File: config.mk
export PLATFORM = sky130hd
export DESIGN_NAME = debouncer_bank
export DESIGN_NICKNAME = d
export VERILOG_FILES = /design/src/rtl/debouncer_bank.sv
export SDC_FILE = /design/constraint.sdc
export NUM_CORES = 1
export LEC_CHECK = 0
export CORE_UTILIZATION = 35
export CTS_BUF_LIST = sky130_fd_sc_hd__clkbuf_16
export CTS_CLUSTER_SIZE = 25
export DETAILED_ROUTE_END_ITERATION = 8
export PLACE_DENSITY = 0.53
export SKIP_CTS_REPAIR_TIMING = 1
export SLEW_MARGIN = 40
export SYNTH_ARGS = -nofsm -noshare
export SYNTH_HDL_FRONTEND = slang
export SYNTH_SLANG_ARGS = --single-unit
export TNS_END_PERCENT = 30
File: constraint.sdc
create_clock -name clk -period 2.7 [get_ports clk]
set_clock_uncertainty 0.1 [all_clocks]
set_input_delay 0.27 -clock clk [delete_from_list [all_inputs] [get_ports clk]]
set_output_delay 0.27 -clock clk [all_outputs]
set_load 0.02 [all_outputs]
File: src/rtl/debouncer_bank.sv
// Bank of CHANNELS debouncers: 2-flop synchroniser + immediate-response/lockout FSM per input.
// Latency: out/rise/fall update on the third rising edge after in changes; no backpressure (en freezes the FSMs).
module debouncer_bank #(
  parameter int CHANNELS = 4,
  parameter int WIDTH    = 20
) (
  input  logic                clk,
  input  logic                rst,
  input  logic                en,
  input  logic [CHANNELS-1:0] in,
  output logic [CHANNELS-1:0] out,
  output logic [CHANNELS-1:0] rise,
  output logic [CHANNELS-1:0] fall,
  output logic                any_rise
);

  typedef enum logic [1:0] {
    LOW       = 2'd0,
    WAIT_HIGH = 2'd1,
    HIGH      = 2'd2,
    WAIT_LOW  = 2'd3
  } state_t;

  localparam logic [WIDTH-1:0] CNT_ONE = {{(WIDTH-1){1'b0}}, 1'b1};

  logic [CHANNELS-1:0] s0;
  logic [CHANNELS-1:0] s1;

  // Synchroniser runs every cycle, independent of en.
  always_ff @(posedge clk) begin
    if (rst) begin
      s0 <= '0;
      s1 <= '0;
    end else begin
      s0 <= in;
      s1 <= s0;
    end
  end

  for (genvar i = 0; i < CHANNELS; i++) begin : g_ch
    state_t           state_q;
    state_t           state_d;
    logic [WIDTH-1:0] cnt_q;
    logic [WIDTH-1:0] cnt_d;
    logic             rise_q;
    logic             fall_q;
    logic             rise_d;
    logic             fall_d;

    always_ff @(posedge clk) begin
      if (rst) begin
        state_q <= LOW;
        cnt_q   <= '0;
        rise_q  <= 1'b0;
        fall_q  <= 1'b0;
      end else if (en) begin
        state_q <= state_d;
        cnt_q   <= cnt_d;
        rise_q  <= rise_d;
        fall_q  <= fall_d;
      end else begin
        rise_q  <= 1'b0;
        fall_q  <= 1'b0;
      end
    end

    always_comb begin
      state_d = state_q;
      cnt_d   = cnt_q;
      rise_d  = 1'b0;
      fall_d  = 1'b0;
      case (state_q)
        LOW: begin
          cnt_d = '0;
          if (s1[i]) begin
            state_d = WAIT_HIGH;
            rise_d  = 1'b1;
          end
        end
        WAIT_HIGH: begin
          // Counter MSB marks the end of lockout; it is cleared on exit so it never wraps.
          if (cnt_q[WIDTH-1]) begin
            state_d = HIGH;
            cnt_d   = '0;
          end else begin
            cnt_d = cnt_q + CNT_ONE;
          end
        end
        HIGH: begin
          cnt_d = '0;
          if (!s1[i]) begin
            state_d = WAIT_LOW;
            fall_d  = 1'b1;
          end
        end
        WAIT_LOW: begin
          if (cnt_q[WIDTH-1]) begin
            state_d = LOW;
            cnt_d   = '0;
          end else begin
            cnt_d = cnt_q + CNT_ONE;
          end
        end
        default: begin
          state_d = LOW;
          cnt_d   = '0;
        end
      endcase
    end

    assign out[i]  = (state_q == WAIT_HIGH) || (state_q == HIGH);
    assign rise[i] = rise_q;
    assign fall[i] = fall_q;
  end

  assign any_rise = |rise;

endmodule

# ---- Yosys cells after proc, flatten, opt, wreduce, memory -nomap -nowiden
# Index checks and enable logic that the tools add are counted.
dict set report op_classes {
  addsub 4
  multipliers 0
  n_div 0
  magnitude_cmp 0
  eq_ne 28
  shifts 0
  n_mux 36
  n_bitwise 9
  n_reduce_logical 29
}
# op n
set ops {}
lappend ops {{20-bit one-hot mux with 2 select lines} 4}
lappend ops {{20-bit by 1-bit adder with 20-bit output (second input constant)} 4}
lappend ops {{20-bit 2-to-1 mux} 4}
lappend ops {{2-bit 2-to-1 mux} 16}
lappend ops {{2-bit != test (second input constant)} 16}
lappend ops {{2-bit one-hot mux with 4 select lines} 4}
lappend ops {{3-bit OR reduction} 8}
lappend ops {{5-bit AND reduction} 4}
lappend ops {{2-bit equality test (second input constant)} 8}
lappend ops {{2-bit OR reduction} 8}
lappend ops {{1-bit inverter} 9}
lappend ops {{2-bit by 1-bit equality test with 1-bit output (second input constant)} 4}
lappend ops {{2-bit logical NOT} 4}
lappend ops {{1-bit 2-to-1 mux} 8}
lappend ops {{1-bit logical OR} 4}
lappend ops {{4-bit OR reduction} 1}
dict set report word_totals {
  reg_bits 104
  latchBits 0
  ram_bits 0
  mem_bits_ro 0
  in_bits 7
  output_inout_bits 13
  wordCells 124
  mem_count 0
}

# ---- Logic depth before layout (Yosys ltp)
dict set report depth {
  depth_word 3
  mapped_depth 7
  mapped_depth_nobuf 6
}

# ---- Worst setup path after synthesis
# OpenSTA, ideal clock, no wires.
dict set report synth_path {
  path_type {reg2reg}
  from {register g_ch[1].cnt_q[0]}
  to {register g_ch[1].cnt_q[16]}
  arrival_ps 1854
  setup_slack_ps 676
  path_stages_with_launch 7
  n_path_buf 1
  period_less_slack_ps 2024
  path_cell_list {dfxtp_1 > ha_1 > and4_1 > clkbuf_2 > or4b_1 > or3_1 > a21oi_1}
}
dict set report synth_between {
  elab_chain_cells 3
}
# item line_no
set synth_lines {}
lappend synth_lines {{start: declaration} 43} ;# logic [WIDTH-1:0] cnt_q;
lappend synth_lines {{start signal: assignment} 58} ;# cnt_q <= cnt_d;
lappend synth_lines {{20-bit by 1-bit adder with 20-bit output} {86, 101}}
lappend synth_lines {{20-bit 2-to-1 mux} {82, 97}}
lappend synth_lines {{20-bit one-hot mux with 2 select lines} 72} ;# case (state_q)
# Every way passes these cells.
# A chain may end at the register's enable or synchronous reset.

# ---- Worst setup path after layout
# Same ends and word-level chain as after synthesis.

==> results list <==
- Buffers inserted during clock tree synthesis total 9.
- Via density per instance: 5.126
- Leakage Power: 1.800 nW
- Setup repair after global routing missed its margin: false
- Entering global routing, the biggest net connects 34 pins.
- Outcome: completed
- Die Wd: 119.5 µm
- During synthesis, Yosys emitted a total of 0 warnings.
* Total congestion overflow after global routing: 0
* Portion of total power attributed to sequential cells: 53.8%
* Post-route DRC violation count: 0
- Start-to-end type of the worst setup path: reg2reg
- Once detail routing completed, the nets flagged for antenna violations numbered 0.
- The worst-case IR drop observed on VDD is 0.2994 mV.
* Clk slew on worst S/H paths: 0.07 ns
* Remaining max-slew budget at the tightest pin: 61.93%
- Area share of the leading cell type in the synthesized netlist: 43.06%
- Starting density of the core: 36.22%
- Setup crit start kind: register
- CTS placed an instance of clkbuf_16 at the clock tree root.
* Cell types occupying the most area after synthesis: dfxtp_1 (43%), ha_1 (5.2%), xnor2_1 (4.9%)
* CTS H-tree depth: 3
- The number of antenna violations at the first check in global routing was 0.
- The number of slew-limit violations in the final report is 0.
- Area added between synthesis and finish: 11.67%
- Detailed-route wire length per cell: 12.66 µm
* CTS tree: yes
- Total negative slack for setup checks: 0 ns
- Fraction of final layout cells with drive strength greater than 1: 5.169%
- The tool flagged a number of max-cap violations equal to 0.
- 0 antenna diodes ended up in the layout.
- For this block, the via count after detailed routing is 3778.
* Average cell area after synthesis: 8.743 µm²
- Max Clock Freq: 448.7 MHz
- On the critical path, the stage with the largest delay is an instance of or4b_1.
- Counting every sink on the clock net gives 104.
- Prevailing post-synth register cell: dfxtp_1
- The number of hold-slack violations in the final timing report is 0.
* Vertical die dimension: 119.5 µm
- Cells along the critical path: ha_1, and4_1, or4b_1, or3_1, a21oi_1
- Routability-driven placement finished with a final weighted congestion of 0.7669.
- Buffers added on ports: 19
* Final clock period utilization by the worst path: 82.54%
* Summed area of non-filler cells in the final layout: 0.005399 mm²
- Cell type with the highest aggregate area in the netlist: dfxtp_1
* Final nets: 584
- The first global-routing pass estimated 16330 µm of wire.
- Placed cell area: 0.005142 mm²
- 20 I/O pins were placed.
- STA puts the critical path data required time at 2.88 ns.
* Sort of element at the end of the critical path: register
* Count of unique library cells instantiated by Yosys: 48
- The via count of the first global-routing pass came to 3551.
- Setup violations, final: 0
- Number of flops mapped to enable cells by yosys: 0
- Internal power comes to 2.235 mW.
- Of all nets on the critical path, the largest fanout is 6.
- Post-synth net total: 580
- Summing the sequential cell areas from Yosys gives 43.06% of the chip area.
- Switching power: 0.6817 mW
- Worst Max-Slew Pin Slew: 0.5710 ns
- Worst min-delay path class: in2reg
* Most numerous cell types in the synthesized netlist: dfxtp_1 (104), nor2_1 (59), nand2_1 (38), a21oi_1 (33), xnor2_1 (27)
* Arrival time of the worst setup path: 2.40 ns
- Counting I/O delays and the setup requirement, the final critical path takes 2.229 ns.
- Initial detailed-routing violation count: 257
- GRT Resource Usage Total: 14.10%
- Proportion of synthesized flip-flops having asynchronous set or reset: 0%
- For the worst-skew pair, the clock arrives at the later sink with an insertion delay of 0.35 ns.
* Clock network fraction of total power: 39.9%
* Highest cell delay on the worst timing path: 0.56 ns
- The clock passes through at most 2 buffers.
- Final standard cell utilization of the core: 40.45%
- The first TritonRoute pass finished after 4 iterations.
- In this run, synthesis produced a sequential element count of 104.
- Summing every instance area after synthesis gives 0.004835 mm².
- Post-DP HPWL: 6483 µm
- Switching part of the total: 23.37%
- Core area: 0.01335 mm²
* Most instantiated library cell after synthesis: dfxtp_1
* Number of fill cells: 1336
- The die covers 0.01429 mm².
- Wires add up to 9330 µm.
- Cell Rows: 42
- Synthesized netlist cell count: 553
- Power per cell area: 540.3 mW/mm²
* Power share of the combinational group: 6.4%
cell usage in the layout, fill, tap and decap left out, drive strengths merged, types with 8 or more instances in the layout:
| cell | synthesis | layout |
|---|---|---|
| dfxtp | 104 | 104 |
| nor2 | 59 | 59 |
| nand2 | 38 | 38 |
| a21oi | 33 | 33 |
| xnor2 | 27 | 27 |
| inv | 22 | 25 |
| nand3 | 25 | 25 |
| nand4 | 25 | 25 |
| ha | 20 | 20 |
| o21ai | 18 | 18 |
| or3 | 18 | 18 |
| clkdlybuf4s50 | 0 | 18 |
| nor3 | 17 | 17 |
| or4 | 16 | 16 |
| xor2 | 13 | 13 |
| mux2i | 11 | 11 |
| nor2b | 9 | 9 |
| clkbuf | 15 | 9 |
| nor4 | 8 | 8 |
| buf | 18 | 8 |
final cells by class:
type,count,area (µm²),share of cell area [%]
clock buffers,9,225.2,4.171
flip-flops and latches,104,2082,38.56
repair buffers,26,262.8,4.867
well taps,176,220.2,4.079
multi-input cells,393,2491,46.14
clock inverters,6,31.28,0.5794
inverters,23,86.33,1.599
sequential cells by signal, summed over array words and instances (netlist names):
name / count
s0: 4
s1: 4
g_ch.cnt_q: 80
g_ch.rise_q: 4
g_ch.state_q: 8
g_ch.fall_q: 4
per-stage QoR:
stage	power, mW	worst slack (ns)	hold slack [ns]	std cells
final	2.917	0.4715	0.2958	737
after global routing	3.055	0.3340	0.3333	737
after CTS	2.971	0.4603	0.2830	737
after detailed placement	1.791	0.3903	0.3444	722
after global placement	1.787	0.4740	0.3513	722
after floorplan	1.730	0.6759	0.2982	553
routing by layer:
metal  GRT usage [%]  up-vias  wire length [µm]
met5               0        -                 0
met4           7.734        0               222
met3           2.329       13               248
met2           21.57       44              4009
met1           18.89     1763              4850
li1                -     1958                 -
worst paths after layout:
path | from | endpoint | slack, ns | cells past startpoint
min | en | g_ch[1].cnt_q[0] | 0.30 | 3
max reg2reg | g_ch[1].cnt_q[0] | g_ch[1].cnt_q[16] | 0.47 | 5
max | g_ch[1].cnt_q[0] | g_ch[1].cnt_q[16] | 0.47 | 5
min reg2reg | s0[0] | s1[0] | 0.36 | 1
critical path: cells and delay by family, from the launching register on:
family / cells / cell delay [ns]
AO/OA/AOI/OAI: 1 / 0.15
adder cells (fa/ha/maj): 1 / 0.20
flip-flops: 1 / 0.42
AND/OR/NAND/NOR: 3 / 1.28
power groups by stage:
stage / registers (mW) / logic, mW / clock network, mW
after floorplan: 1.60 / 0.131 / 0
after global placement: 1.60 / 0.185 / 0
after detailed placement: 1.60 / 0.188 / 0
after CTS: 1.57 / 0.189 / 1.21
after global routing: 1.57 / 0.206 / 1.28
final: 1.57 / 0.186 / 1.16
logic make-up (layout without fill, tap and decap cells):
family | after synthesis | in the layout | share of synthesized area [%]
multiplexers | 12 | 12 | 2.510
AO/OA/AOI/OAI | 83 | 83 | 10.46
AND/OR/NAND/NOR | 238 | 238 | 26.14
adder cells (fa/ha/maj) | 20 | 20 | 5.176
buffers and inverters | 56 | 64 | 5.408
XOR/XNOR | 40 | 40 | 7.246
flip-flops | 104 | 104 | 43.06
(Power assumes the default switching activity.)
